**config.mk**
```make
export PLATFORM = sky130hd
export DESIGN_NAME = axi2native_slave
export DESIGN_NICKNAME = d
export VERILOG_FILES = /design/src/rtl/axi2native_slave_pkg.sv /design/src/rtl/axi_burst_addr_gen.sv /design/src/rtl/axi2native_slave.sv
export SDC_FILE = /design/constraint.sdc
export NUM_CORES = 1
export LEC_CHECK = 0
export CORE_ASPECT_RATIO = 0.5
export CORE_MARGIN = 1.5
export CORE_UTILIZATION = 35
export DETAILED_ROUTE_END_ITERATION = 8
export DONT_BUFFER_PORTS = 1
export SYNTH_ARGS = -nofsm -noshare
export SYNTH_HDL_FRONTEND = slang
export SYNTH_SLANG_ARGS = --single-unit
```
**constraint.sdc**
```tcl
create_clock -name clk -period 2.8 [get_ports clk]
set_input_delay 0.56 -clock clk [delete_from_list [all_inputs] [get_ports clk]]
set_output_delay 0.56 -clock clk [all_outputs]
set_load 0.1 [all_outputs]
```
**src/rtl/axi2native_slave_pkg.sv**
```systemverilog
// Shared AXI constants and FSM state type for the axi2native slave.
package axi2native_slave_pkg;

  localparam logic [1:0] AXI_RESP_OKAY   = 2'b00;
  localparam logic [1:0] AXI_RESP_SLVERR = 2'b10;

  localparam logic [1:0] AXI_BURST_FIXED = 2'b00;
  localparam logic [1:0] AXI_BURST_INCR  = 2'b01;
  localparam logic [1:0] AXI_BURST_WRAP  = 2'b10;

  typedef enum logic [2:0] {
    ST_IDLE,
    ST_W_DATA,
    ST_W_MEM,
    ST_W_RESP,
    ST_R_MEM,
    ST_R_DATA
  } state_t;

  // Unsupported burst: narrow/wide size, or WRAP / reserved burst type.
  function automatic logic burst_cfg_err(input logic [2:0] size,
                                         input logic [1:0] burst,
                                         input logic [2:0] size_ok);
    return (size != size_ok) || burst[1];
  endfunction

endpackage

```
**src/rtl/axi_burst_addr_gen.sv**
```systemverilog
// Burst address generator: word-aligned address, beat counter, last-beat flag.
module axi_burst_addr_gen
  import axi2native_slave_pkg::*;
#(
  parameter int unsigned ADDR_W = 24,
  parameter int unsigned DATA_W = 32
) (
  input  logic              clk,
  input  logic              rst,
  input  logic              load,
  input  logic [ADDR_W-1:0] load_addr,
  input  logic [1:0]        load_burst,
  input  logic [7:0]        load_len,
  input  logic              step,
  output logic [ADDR_W-1:0] addr,
  output logic              is_last
);

  localparam int unsigned BYTES = DATA_W / 8;
  localparam logic [ADDR_W-1:0] ALIGN_MASK = ~ADDR_W'(BYTES - 1);

  logic [ADDR_W-1:0] addr_q;
  logic [1:0]        burst_q;
  logic [7:0]        len_q;
  logic [7:0]        beat_q;

  // Load on address accept, advance one beat per step; INCR wraps modulo 2^ADDR_W.
  always_ff @(posedge clk) begin
    if (rst) begin
      addr_q  <= '0;
      burst_q <= '0;
      len_q   <= '0;
      beat_q  <= '0;
    end else if (load) begin
      addr_q  <= load_addr & ALIGN_MASK;
      burst_q <= load_burst;
      len_q   <= load_len;
      beat_q  <= '0;
    end else if (step) begin
      beat_q <= beat_q + 8'd1;
      if (burst_q == AXI_BURST_INCR)
        addr_q <= addr_q + ADDR_W'(BYTES);
    end
  end

  assign addr    = addr_q;
  assign is_last = (beat_q == len_q);

endmodule

```
**src/rtl/axi2native_slave.sv**
```systemverilog
// AXI4 slave converting FIXED/INCR bursts into single-word native accesses.
module axi2native_slave
  import axi2native_slave_pkg::*;
#(
  parameter int unsigned ADDR_W = 24,
  parameter int unsigned DATA_W = 32,
  parameter int unsigned ID_W   = 1
) (
  input  logic                clk,
  input  logic                rst,
  input  logic [ID_W-1:0]     axi_awid,
  input  logic [ADDR_W-1:0]   axi_awaddr,
  input  logic [7:0]          axi_awlen,
  input  logic [2:0]          axi_awsize,
  input  logic [1:0]          axi_awburst,
  input  logic                axi_awvalid,
  output logic                axi_awready,
  input  logic [DATA_W-1:0]   axi_wdata,
  input  logic [DATA_W/8-1:0] axi_wstrb,
  input  logic                axi_wlast,
  input  logic                axi_wvalid,
  output logic                axi_wready,
  output logic [ID_W-1:0]     axi_bid,
  output logic [1:0]          axi_bresp,
  output logic                axi_bvalid,
  input  logic                axi_bready,
  input  logic [ID_W-1:0]     axi_arid,
  input  logic [ADDR_W-1:0]   axi_araddr,
  input  logic [7:0]          axi_arlen,
  input  logic [2:0]          axi_arsize,
  input  logic [1:0]          axi_arburst,
  input  logic                axi_arvalid,
  output logic                axi_arready,
  output logic [ID_W-1:0]     axi_rid,
  output logic [DATA_W-1:0]   axi_rdata,
  output logic [1:0]          axi_rresp,
  output logic                axi_rlast,
  output logic                axi_rvalid,
  input  logic                axi_rready,
  output logic                valid,
  output logic [ADDR_W-1:0]   addr,
  output logic [DATA_W-1:0]   wdata,
  output logic [DATA_W/8-1:0] wstrb,
  input  logic [DATA_W-1:0]   rdata,
  input  logic                ready
);

  localparam logic [2:0] SIZE_OK = 3'($clog2(DATA_W / 8));

  state_t state_q, state_d;

  logic                awready_q, arready_q, last_rd_q;
  logic [ID_W-1:0]     id_q;
  logic                err_q;     // unsupported size/burst: suppress native accesses
  logic                wl_err_q;  // wlast misplaced: response only
  logic [DATA_W-1:0]   wdata_q;
  logic [DATA_W/8-1:0] wstrb_q;
  logic [DATA_W-1:0]   rdata_q;

  logic aw_hs, ar_hs, skip_w, gen_step, gen_last;
  logic [ADDR_W-1:0] gen_addr;

  assign aw_hs  = axi_awvalid & awready_q;
  assign ar_hs  = axi_arvalid & arready_q;
  assign skip_w = err_q | (axi_wstrb == '0);

  axi_burst_addr_gen #(
    .ADDR_W (ADDR_W),
    .DATA_W (DATA_W)
  ) u_addr_gen (
    .clk        (clk),
    .rst        (rst),
    .load       (aw_hs | ar_hs),
    .load_addr  (aw_hs ? axi_awaddr  : axi_araddr),
    .load_burst (aw_hs ? axi_awburst : axi_arburst),
    .load_len   (aw_hs ? axi_awlen   : axi_arlen),
    .step       (gen_step),
    .addr       (gen_addr),
    .is_last    (gen_last)
  );

  // State register.
  always_ff @(posedge clk) begin
    if (rst) state_q <= ST_IDLE;
    else     state_q <= state_d;
  end

  // Registered address-channel readies with alternating priority when both request.
  // The ready is raised one cycle after the valid is seen and is held for one cycle only.
  always_ff @(posedge clk) begin
    if (rst) begin
      awready_q <= 1'b0;
      arready_q <= 1'b0;
      last_rd_q <= 1'b1;
    end else begin
      awready_q <= 1'b0;
      arready_q <= 1'b0;
      if (state_q == ST_IDLE && !awready_q && !arready_q) begin
        if (axi_awvalid && (!axi_arvalid || last_rd_q)) awready_q <= 1'b1;
        else if (axi_arvalid)                           arready_q <= 1'b1;
      end
      if (aw_hs) last_rd_q <= 1'b0;
      if (ar_hs) last_rd_q <= 1'b1;
    end
  end

  // Next-state logic; burst termination is by beat count only.
  always_comb begin
    state_d = state_q;
    unique case (state_q)
      ST_IDLE:   if (aw_hs) state_d = ST_W_DATA;
                 else if (ar_hs) state_d = ST_R_MEM;
      ST_W_DATA: if (axi_wvalid) begin
                   if (!skip_w)      state_d = ST_W_MEM;
                   else if (gen_last) state_d = ST_W_RESP;
                 end
      ST_W_MEM:  if (ready) state_d = gen_last ? ST_W_RESP : ST_W_DATA;
      ST_W_RESP: if (axi_bready) state_d = ST_IDLE;
      ST_R_MEM:  if (err_q || ready) state_d = ST_R_DATA;
      ST_R_DATA: if (axi_rready) state_d = gen_last ? ST_IDLE : ST_R_MEM;
      default:   state_d = ST_IDLE;
    endcase
  end

  // Output decode and burst address stepping.
  always_comb begin
    axi_wready = (state_q == ST_W_DATA);
    axi_bvalid = (state_q == ST_W_RESP);
    axi_rvalid = (state_q == ST_R_DATA);
    axi_rlast  = axi_rvalid & gen_last;
    axi_bresp  = (axi_bvalid && (err_q || wl_err_q)) ? AXI_RESP_SLVERR : AXI_RESP_OKAY;
    axi_rresp  = (axi_rvalid && err_q) ? AXI_RESP_SLVERR : AXI_RESP_OKAY;
    valid      = (state_q == ST_W_MEM) || (state_q == ST_R_MEM && !err_q);
    wstrb      = (state_q == ST_W_MEM) ? wstrb_q : '0;
    gen_step   = !gen_last &&
                 ((state_q == ST_W_DATA && axi_wvalid && skip_w) ||
                  (state_q == ST_W_MEM  && ready) ||
                  (state_q == ST_R_DATA && axi_rready));
  end

  // Transaction attributes, error flags and data holding registers.
  always_ff @(posedge clk) begin
    if (rst) begin
      id_q     <= '0;
      err_q    <= 1'b0;
      wl_err_q <= 1'b0;
      wdata_q  <= '0;
      wstrb_q  <= '0;
      rdata_q  <= '0;
    end else begin
      if (aw_hs) begin
        id_q     <= axi_awid;
        err_q    <= burst_cfg_err(axi_awsize, axi_awburst, SIZE_OK);
        wl_err_q <= 1'b0;
      end else if (ar_hs) begin
        id_q     <= axi_arid;
        err_q    <= burst_cfg_err(axi_arsize, axi_arburst, SIZE_OK);
        wl_err_q <= 1'b0;
      end
      if (state_q == ST_W_DATA && axi_wvalid) begin
        if (axi_wlast != gen_last) wl_err_q <= 1'b1;
        if (!skip_w) begin
          wdata_q <= axi_wdata;
          wstrb_q <= axi_wstrb;
        end
      end
      if (state_q == ST_R_MEM) begin
        if (err_q)      rdata_q <= '0;
        else if (ready) rdata_q <= rdata;
      end
    end
  end

  assign axi_awready = awready_q;
  assign axi_arready = arready_q;
  assign axi_bid     = id_q;
  assign axi_rid     = id_q;
  assign axi_rdata   = rdata_q;
  assign addr        = gen_addr;
  assign wdata       = wdata_q;

endmodule

```
==> impl_metrics.toml, run 1 <==
[run_status]
status = "finished, final reports clean"

[finish]
diodes = 0
fillCellCount = 1570
mostFrequentLayoutCell = "nand2_1"
nNetsFinal = 855
final_cell_mix = "134 x nand2_1, 116 x dfxtp_1, 70 x nor2_1, 56 x a21oi_1, 48 x buf_4"
areaGrowthSynthToFinish_pct = 17.5
layout-drive-gt1-share_pct = 14.7
finish.utilization_pct = 42.3

[grt]
antenna_found_initial = 0
grt.met1_usage_pct = 24.6
grt_util_met3_pct = 4.92
met2_usage_pct = 32.1
grt_usage_pct = 19.4
grt_max_degree = 101
grt_pass1_wl_mm = 25.7
grt-ovfl-total = 0
grt_pass1_vias = 4807
top_usage_layer = "met2"

[clock_tree]
insertion_delay_ns = 0.40
cts-root-buf = "clkbuf_16"
cts_setup_buffers = 0
cts_buffer_depth = 2
cts_resized = 0
clk_pin_slew_worst_paths_ns = 0.06
cts_tree = "done"
cts_hold_repair.buffers = 0
h-tree-depth = 4
cts_sinks = 117
numCtsBuffers = 17

[die]
fp.dieH_um = 92.3
die_x_um = 182
ios = 258
fp.dieArea_um2 = 16800
start_util_pct = 36.0
core_um2 = 15500
fp-row-count = 32

[worst_setup_path]
worst_r2r_path_depth = 5
critPathArrivalTime_ns = 2.06
reg2reg_slack_ns = 0.33
worstReg2RegStart = "state_q[2]$_SDFFE_PP0P_"
path_class = "reg2out"
cp-start-kind = "flop"
r2r_end = "u_addr_gen.addr[19]$_SDFFE_PP0P_"
worstPathMaxFanout = 12
cp.required_ns = 2.24
cp-end-kind = "primary output"

[pwr]
ir_drop_mv = 0.528
leakagePower_uw = 0.00232
total_power_uw = 6040
power_density_nw_per_um2 = 921

[worst_hold_path]
hp-start = "rst"
hp-class = "in2reg"
min_delay_path_depth = 1
min_to = "axi_rdata[23]$_SDFFE_PP0P_"

[timing]
fin_crit_sh_pct = 93.5
slew_violations = 0
fmax_mhz = 382
setup_viol = 0
slew_headroom_pct = 32.4
tns_ns = 0
rsz0062_at_grt = "false"
fin_skew_ns = 0.0134
tightestPinTransition_ns = 1.01
min_period_ns = 2.62
hold_viol_final = 0

[logic_synthesis]
synth_top_family_by_area = "compound AO/OA/AOI/OAI gates"
syn-cell-area_um2 = 5580
synthMuxAreaShare_pct = 0.762
yosys_warnings = 0
synthXorXnorAreaFrac_pct = 2.04
synth_ff_type = "dfxtp_1"
synth_compound_area_share_pct = 25.5
yosys.area_share.adder_pct = 0.448
seq_area_frac_synth_pct = 42.0
synth.distinct_cells = 73
ys_ff_latch = 117
synth-simple-area-share_pct = 24.2
synth-edff-count = 0
postSynthAreaPerCell_um2 = 8.18
ys_async_sr_fraction_pct = 0
syn_inst = 682

[run]
max_cap_violations = 0

[routing]
viasPerCell = 5.67
routed_wl_mm = 16.8
drt_iter0_drc = 250
ant_nets = 0
route.detailed.drc = 0
drt_pass1_iterations = 5
wl_per_cell_um = 18.3
via_count = 5196

[placement]
portBuffers = 0
place_hpwl_mm = 11.8
gp_congestion = 0.841
registers in the layout (all words and copies together), names as in the netlist:
name / flops
last_rd_q: 1
u_addr_gen.burst_q: 2
u_addr_gen.addr: 22
axi_rdata: 32
err_q: 1
axi_arready: 1
wl_err_q: 1
wdata: 32
state_q: 3
wstrb_q: 4
u_addr_gen.beat_q: 8
u_addr_gen.len_q: 8
axi_awready: 1
axi_bid: 1
power breakdown:
| part | switching [uW] | total [uW] | internal, uW |
|---|---|---|---|
| clock network | 757 | 2100 | 1340 |
| registers | 757 | 2580 | 1820 |
| logic | 956 | 1360 | 404 |
layout make-up:
class	instances	area, um2	share of cell area [%]
clock buffer	21	460	7.02
clock inverter	10	106	1.62
inverter	6	22.5	0.343
multi-input combinational	509	2990	45.6
sequential	117	2340	35.7
tap	204	255	3.89
timing repair buffer	49	380	5.80
through the flow:
stage	instance area (um2)	std cells	setup slack, ns	hold WS, ns
floorplan	5600	685	0.155	0.432
global placement	5990	885	0.413	0.431
detailed placement	5990	885	0.371	0.438
CTS	6560	916	0.162	0.208
global route	6560	916	0.0881	0.202
finish	6560	916	0.182	0.229
synth_stat cells, types with 3 or more instances:
| master | instances | share of area (%) |
|---|---|---|
| xnor2_1 | 13 | 2.0 |
| dfxtp_1 | 117 | 42 |
| buf_2 | 5 | 0.45 |
| nand4_1 | 15 | 1.7 |
| buf_6 | 3 | 0.61 |
| and3_1 | 10 | 1.1 |
| nand3_1 | 14 | 1.3 |
| a21oi_1 | 56 | 5.0 |
| inv_1 | 5 | 0.34 |
| a211oi_1 | 6 | 0.81 |
| nand2_1 | 134 | 9.0 |
| a311oi_1 | 16 | 2.5 |
| o211ai_1 | 3 | 0.40 |
| nor3_1 | 5 | 0.45 |
| o22ai_1 | 7 | 0.78 |
| a31oi_1 | 3 | 0.34 |
| o221a_2 | 5 | 1.0 |
| o21ai_0 | 21 | 1.9 |
| nor4b_1 | 3 | 0.47 |
| a221oi_1 | 4 | 0.63 |
| nor2_1 | 70 | 4.7 |
| clkbuf_1 | 36 | 2.4 |
| o221ai_1 | 4 | 0.63 |
| buf_4 | 7 | 0.94 |
| and4_1 | 4 | 0.63 |
| and2_1 | 7 | 0.78 |
| o311ai_0 | 3 | 0.47 |
| a22oi_1 | 41 | 5.5 |
| or3_1 | 7 | 0.78 |
| nor4_1 | 5 | 0.56 |
worst max-delay path, stage by stage (launching register included):
cell and delay [ns]:
dfxtp_1 0.59, and3b_2 0.26, buf_4 0.31, and3_1 0.21
buf_4 0.29
worst max path at each step:
stage / startpoint / end / depth (start not counted)
6_report: state_q[2]$_SDFFE_PP0P_ / axi_rlast / 4
3_3_place_gp: state_q[2]$_SDFFE_PP0P_ / u_addr_gen.addr[14]$_SDFFE_PP0P_ / 6
5_1_grt: state_q[2]$_SDFFE_PP0P_ / axi_rlast / 4
2_1_floorplan: state_q[1]$_SDFFE_PP0P_ / axi_bresp[1] / 4
4_1_cts: state_q[2]$_SDFFE_PP0P_ / axi_rlast / 4
3_5_place_dp: state_q[2]$_SDFFE_PP0P_ / u_addr_gen.addr[19]$_SDFFE_PP0P_ / 5
cells by family after synthesis:
| family | after synthesis |
|---|---|
| AND/OR/NAND/NOR | 288 |
| AO/OA/AOI/OAI | 198 |
| flip-flops | 117 |
| buffers and inverters | 59 |
| XOR/XNOR | 13 |
| multiplexers | 4 |
| adder cells (fa/ha/maj) | 2 |
| other | 1 |
metal layers:
layer | vias to the layer above | share of wire [%]
met5 | - | 0
met4 | 0 | 1.5
met3 | 18 | 6.3
met2 | 166 | 48
met1 | 2500 | 44
li1 | 2512 | -
No activity file was read; power rests on OpenSTA's default activity.
==> run 2: changes to the inputs <==
--- a/constraint.sdc
+++ b/constraint.sdc
@@ -3,2 +3,2 @@
 set_output_delay 0.56 -clock clk [all_outputs]
-set_load 0.1 [all_outputs]
+set_load 0.05 [all_outputs]
==> impl_metrics.toml, run 2 (synthesis results as in run 1) <==
[timing]
slew_headroom_pct = 35.4
tightestPinTransition_ns = 0.967
slew_violations = 0
holdWs_ns = 0.224
hold_viol_final = 0
rsz0062_at_grt = "false"
fmax_mhz = 396
setup_viol = 0
tns_ns = 0
fin_skew_ns = 0.0167
fin_crit_sh_pct = 90.1
min_period_ns = 2.52

[worst_setup_path]
worst_r2r_path_depth = 6
reg2reg_slack_ns = 0.48
cp-end-kind = "primary output"
cp-start-kind = "flop"
cp.required_ns = 2.24
r2r_end = "u_addr_gen.addr[13]$_SDFFE_PP0P_"
worstPathMaxFanout = 10
path_class = "reg2out"
worstReg2RegStart = "state_q[0]$_SDFFE_PP0P_"
critPathArrivalTime_ns = 1.96

[grt]
grt-ovfl-total = 0
grt_usage_pct = 19.5
grt_max_degree = 101
antenna_found_initial = 1
grt_pass1_vias = 4714
grt_pass1_wl_mm = 25.4

[die]
fp.dieH_um = 92.3
die_x_um = 182
core_um2 = 15500
start_util_pct = 36.0
fp.dieArea_um2 = 16800
ios = 258
fp-row-count = 32

[placement]
gp_congestion = 0.823
place_hpwl_mm = 11.9
portBuffers = 0

[clock_tree]
cts_sinks = 117
clk_pin_slew_worst_paths_ns = 0.06
h-tree-depth = 4
cts-root-buf = "clkbuf_16"
cts_hold_repair.buffers = 0
cts_setup_buffers = 0
insertion_delay_ns = 0.41
cts_resized = 0
cts_tree = "done"
cts_buffer_depth = 2
numCtsBuffers = 17

[finish]
mostFrequentLayoutCell = "nand2_1"
diodes = 0
final_cell_mix = "134 x nand2_1, 117 x dfxtp_1, 70 x nor2_1, 56 x a21oi_1, 41 x a22oi_1"
areaGrowthSynthToFinish_pct = 16.8
layout-drive-gt1-share_pct = 13.6
nNetsFinal = 846

[routing]
via_count = 5200
drt_pass1_iterations = 5
routed_wl_mm = 16.8
route.detailed.drc = 0
viasPerCell = 5.73
wl_per_cell_um = 18.5
drt_iter0_drc = 335
ant_nets = 0

[pwr]
ir_drop_mv = 0.506
power_density_nw_per_um2 = 875
leakagePower_uw = 0.00228
total_power_uw = 5710

[worst_hold_path]
hp-class = "in2reg"
min_delay_path_depth = 1
hp-start = "rst"
min_to = "wdata[28]$_SDFFE_PP0P_"

[run_status]
status = "finished, final reports clean"

[run]
max_cap_violations = 0
run 2: cell count changes in the layout (fill, tap and decap cells not counted), moves of 3 or more:
cell,previous run,this run
buf_4,48,40
clkinv_2,6,1
clkinv_4,1,4
inv_6,0,4
run 2: metal layers:
metal | up-vias | wire length (um) | share of wire, % | GRT usage [%]
li1 | 2493 | - | - | -
met1 | 2516 | 7290 | 43 | 23.9
met2 | 177 | 8220 | 49 | 32.4
met3 | 14 | 1160 | 6.9 | 6.21
met4 | 0 | 163 | 0.97 | 6.74
met5 | - | 0 | 0 | 0
run 2: final cells by class:
type,instances,area (um2)
fill,1542,8970
multi-input combinational,509,2980
sequential,117,2340
clock buffer,19,443
timing repair buffer,40,300
tap,204,255
clock inverter,13,173
inverter,6,22.5
run 2: worst max path at each step:
stage | start | to | slack, ns | cells past startpoint
final | state_q[0]$_SDFFE_PP0P_ | axi_rlast | 0.28 | 3
after global routing | state_q[2]$_SDFFE_PP0P_ | axi_rlast | 0.22 | 3
after CTS | state_q[2]$_SDFFE_PP0P_ | axi_rlast | 0.27 | 3
after detailed placement | axi_wstrb[0] | u_addr_gen.addr[14]$_SDFFE_PP0P_ | 0.38 | 5
after global placement | axi_wstrb[0] | u_addr_gen.addr[14]$_SDFFE_PP0P_ | 0.45 | 5
after floorplan | state_q[0]$_SDFFE_PP0P_ | state_q[2]$_SDFFE_PP0P_ | 0.30 | 6
run 2: report_power, final:
part | internal [uW] | total (uW) | switching [uW]
logic | 386 | 1160 | 776
registers | 1820 | 2250 | 431
clock network | 1440 | 2290 | 851
run 2: worst max-delay path: stages (launching register included):
cell,delay [ns]
dfxtp_1,0.55
and3b_2,0.27
buf_4,0.22
and3_1,0.52
run 2: per-stage QoR:
stage,cells,instance area (um2),setup slack [ns],utilization [%]
floorplan,685,5590,0.302,-
global placement,876,5900,0.453,38.1
detailed placement,876,5900,0.384,38.1
CTS,908,6520,0.272,42.1
global route,908,6520,0.224,42.1
finish,908,6520,0.277,42.1
==> run 3: changes to the inputs <==
- ABC_AREA: not set -> 1
==> impl_metrics.toml, run 3 <==
[clock_tree]
h-tree-depth = 4
cts_buffer_depth = 2
cts-root-buf = "clkbuf_16"
cts_hold_repair.buffers = 0
cts_tree = "done"
cts_setup_buffers = 0
insertion_delay_ns = 0.41
cts_sinks = 117
numCtsBuffers = 17
cts_resized = 0
clk_pin_slew_worst_paths_ns = 0.06

[placement]
portBuffers = 0
place_hpwl_mm = 11.6
place_ws_ns = 0.583
gp_congestion = 0.833

[timing]
slew_headroom_pct = 32.0
rsz0062_at_grt = "false"
fmax_mhz = 405
tightestPinTransition_ns = 1.02
fin_crit_sh_pct = 88.2
tns_ns = 0
setup_viol = 0
hold_viol_final = 0
fin_skew_ns = 0.00709
slew_violations = 0
fin_ws_ns = 0.331
holdWs_ns = 0.215
min_period_ns = 2.47

[worst_setup_path]
path_class = "reg2out"
cp-start-kind = "flop"
crit_start = "u_addr_gen.beat_q[5]$_SDFFE_PP0P_"
worstReg2RegStart = "u_addr_gen.addr[3]$_SDFFE_PP0P_"
cp.required_ns = 2.24
cp-end-kind = "primary output"
critPathArrivalTime_ns = 1.91
r2r_end = "u_addr_gen.addr[18]$_SDFFE_PP0P_"
endpoint = "axi_rlast"
worstPathMaxFanout = 7
reg2reg_slack_ns = 0.74
worst_r2r_path_depth = 11

[routing]
via_count = 5648
ant_nets = 0
routed_wl_mm = 16.6
drt_iter0_drc = 405
route.detailed.drc = 0
drt_pass1_iterations = 5
wl_per_cell_um = 14.8
viasPerCell = 5.06

[finish]
layout-drive-gt1-share_pct = 9.10
diodes = 0
fillCellCount = 1710
final_cell_mix = "240 x nor2_1, 159 x nand2_1, 117 x dfxtp_1, 89 x o21ai_0, 57 x inv_1"
mostFrequentLayoutCell = "nor2_1"
areaGrowthSynthToFinish_pct = 16.2
nNetsFinal = 1032

[logic_synthesis]
syn-cell-area_um2 = 5800
synth_ff_type = "dfxtp_1"
yosys_warnings = 0
postSynthAreaPerCell_um2 = 6.62
synth-simple-area-share_pct = 33.0
syn_inst = 875
synth.distinct_cells = 35
synthXorXnorAreaFrac_pct = 1.51
seq_area_frac_synth_pct = 40.4
synth_top_cell_by_area = "dfxtp_1"
synth_top_area_share_pct = 40.4
ys_async_sr_fraction_pct = 0
synth_top_family_by_area = "simple AND/OR/NAND/NOR gates"
yosys.area_share.adder_pct = 0.432
ys_top_cells_by_count = "241 x nor2_1, 159 x nand2_1, 117 x dfxtp_1"
synthTopCellsByArea = "dfxtp_1 40%, nor2_1 16%, nand2_1 10%"
yosys.cell_count.top_type = "nor2_1"
ys_ff_latch = 117
synth_compound_area_share_pct = 16.1
synth-edff-count = 0
synthMuxAreaShare_pct = 0

[die]
fp-row-count = 33
start_util_pct = 35.6
ios = 258
die_x_um = 185
fp.dieArea_um2 = 17400
fp.dieH_um = 94
core_um2 = 16300

[grt]
grt-ovfl-total = 0
grt.met1_usage_pct = 22.6
grt_pass1_wl_mm = 25.6
grt_util_met3_pct = 6.05
grt_usage_pct = 18.9
top_usage_layer = "met2"
grt_pass1_vias = 5115
antenna_found_initial = 0
met2_usage_pct = 31.9
grt_max_degree = 49

[run_status]
status = "finished, final reports clean"

[run]
max_cap_violations = 0

[pwr]
power_density_nw_per_um2 = 956
ir_drop_mv = 0.497
total_power_uw = 6440
leakagePower_uw = 0.00283

[worst_hold_path]
hp-class = "in2reg"
## run 3: changes by cell type after synthesis, sizes merged, moves of 9 or more
cell    previous run  this run
a21oi             56        16
a22oi             42         0
a311oi            16         0
a32oi              1        32
and3              10         0
clkbuf            37        26
inv                5        65
nand2            134       165
nand3             14        56
nand4             15         2
nor2              71       243
o21ai             22        91
xnor2             13         4
## run 3: cell families (layout without fill, tap and decap cells)
family / Yosys count / in the layout
and+or+nand+nor: 475 / 475
AOI/OAI and AO/OA: 154 / 154
DFF: 117 / 117
buffers and inverters: 116 / 128
xor gates and xnor gates: 10 / 10
adders and majority gates: 2 / 2
other: 1 / 4
## run 3: final cells by class
cell class	instances	area, um2	area share (%)
clock buffers	17	425	6.32
repair buffers	30	238	3.53
multi-input cells	645	2980	44.2
clock inverters	15	219	3.25
well taps	227	284	4.22
inverters	66	248	3.68
flip-flops and latches	117	2340	34.8
## run 3: worst max-delay path, cell delays in order, from the launching register on
cell     delay, ns
dfxtp_1       0.44
xnor2_1       0.15
nand2_1       0.07
nor2_1        0.24
nand2_2       0.19
nor2_1        0.18
buf_4         0.22
## run 3: per-layer routing
layer	vias to the layer above	wire (um)
li1	2856	-
met1	2556	7230
met2	216	7760
met3	20	1330
met4	0	263
met5	-	0
## run 3: report_power, final
group | switching (uW) | internal, uW | leakage, uW
clock | 889 | 1520 | 0.000309
sequential | 669 | 1890 | 0.000949
combinational | 1020 | 453 | 0.00157
## run 3: worst min-delay path by stage
stage	startpoint	end	slack, ns	depth (start not counted)
CTS	rst	axi_rdata[24]$_SDFFE_PP0P_	0.20	1
global placement	wstrb_q[3]$_SDFFE_PP0P_	wstrb_q[3]$_SDFFE_PP0P_	0.44	2
floorplan	last_rd_q$_SDFFE_PP1N_	last_rd_q$_SDFFE_PP1N_	0.42	2
global route	rst	axi_rdata[15]$_SDFFE_PP0P_	0.19	1
detailed placement	wstrb_q[2]$_SDFFE_PP0P_	wstrb_q[2]$_SDFFE_PP0P_	0.45	2
finish	rst	axi_rdata[24]$_SDFFE_PP0P_	0.21	1
## run 3: through the flow
| stage | instance area [um2] | utilization (%) | std cells |
|---|---|---|---|
| after global placement | 6090 | 37.4 | 1085 |
| final | 6740 | 41.4 | 1117 |
| after CTS | 6740 | 41.4 | 1117 |
| after floorplan | 5810 | - | 878 |
| after detailed placement | 6090 | 37.4 | 1085 |
| after global routing | 6740 | 41.4 | 1117 |
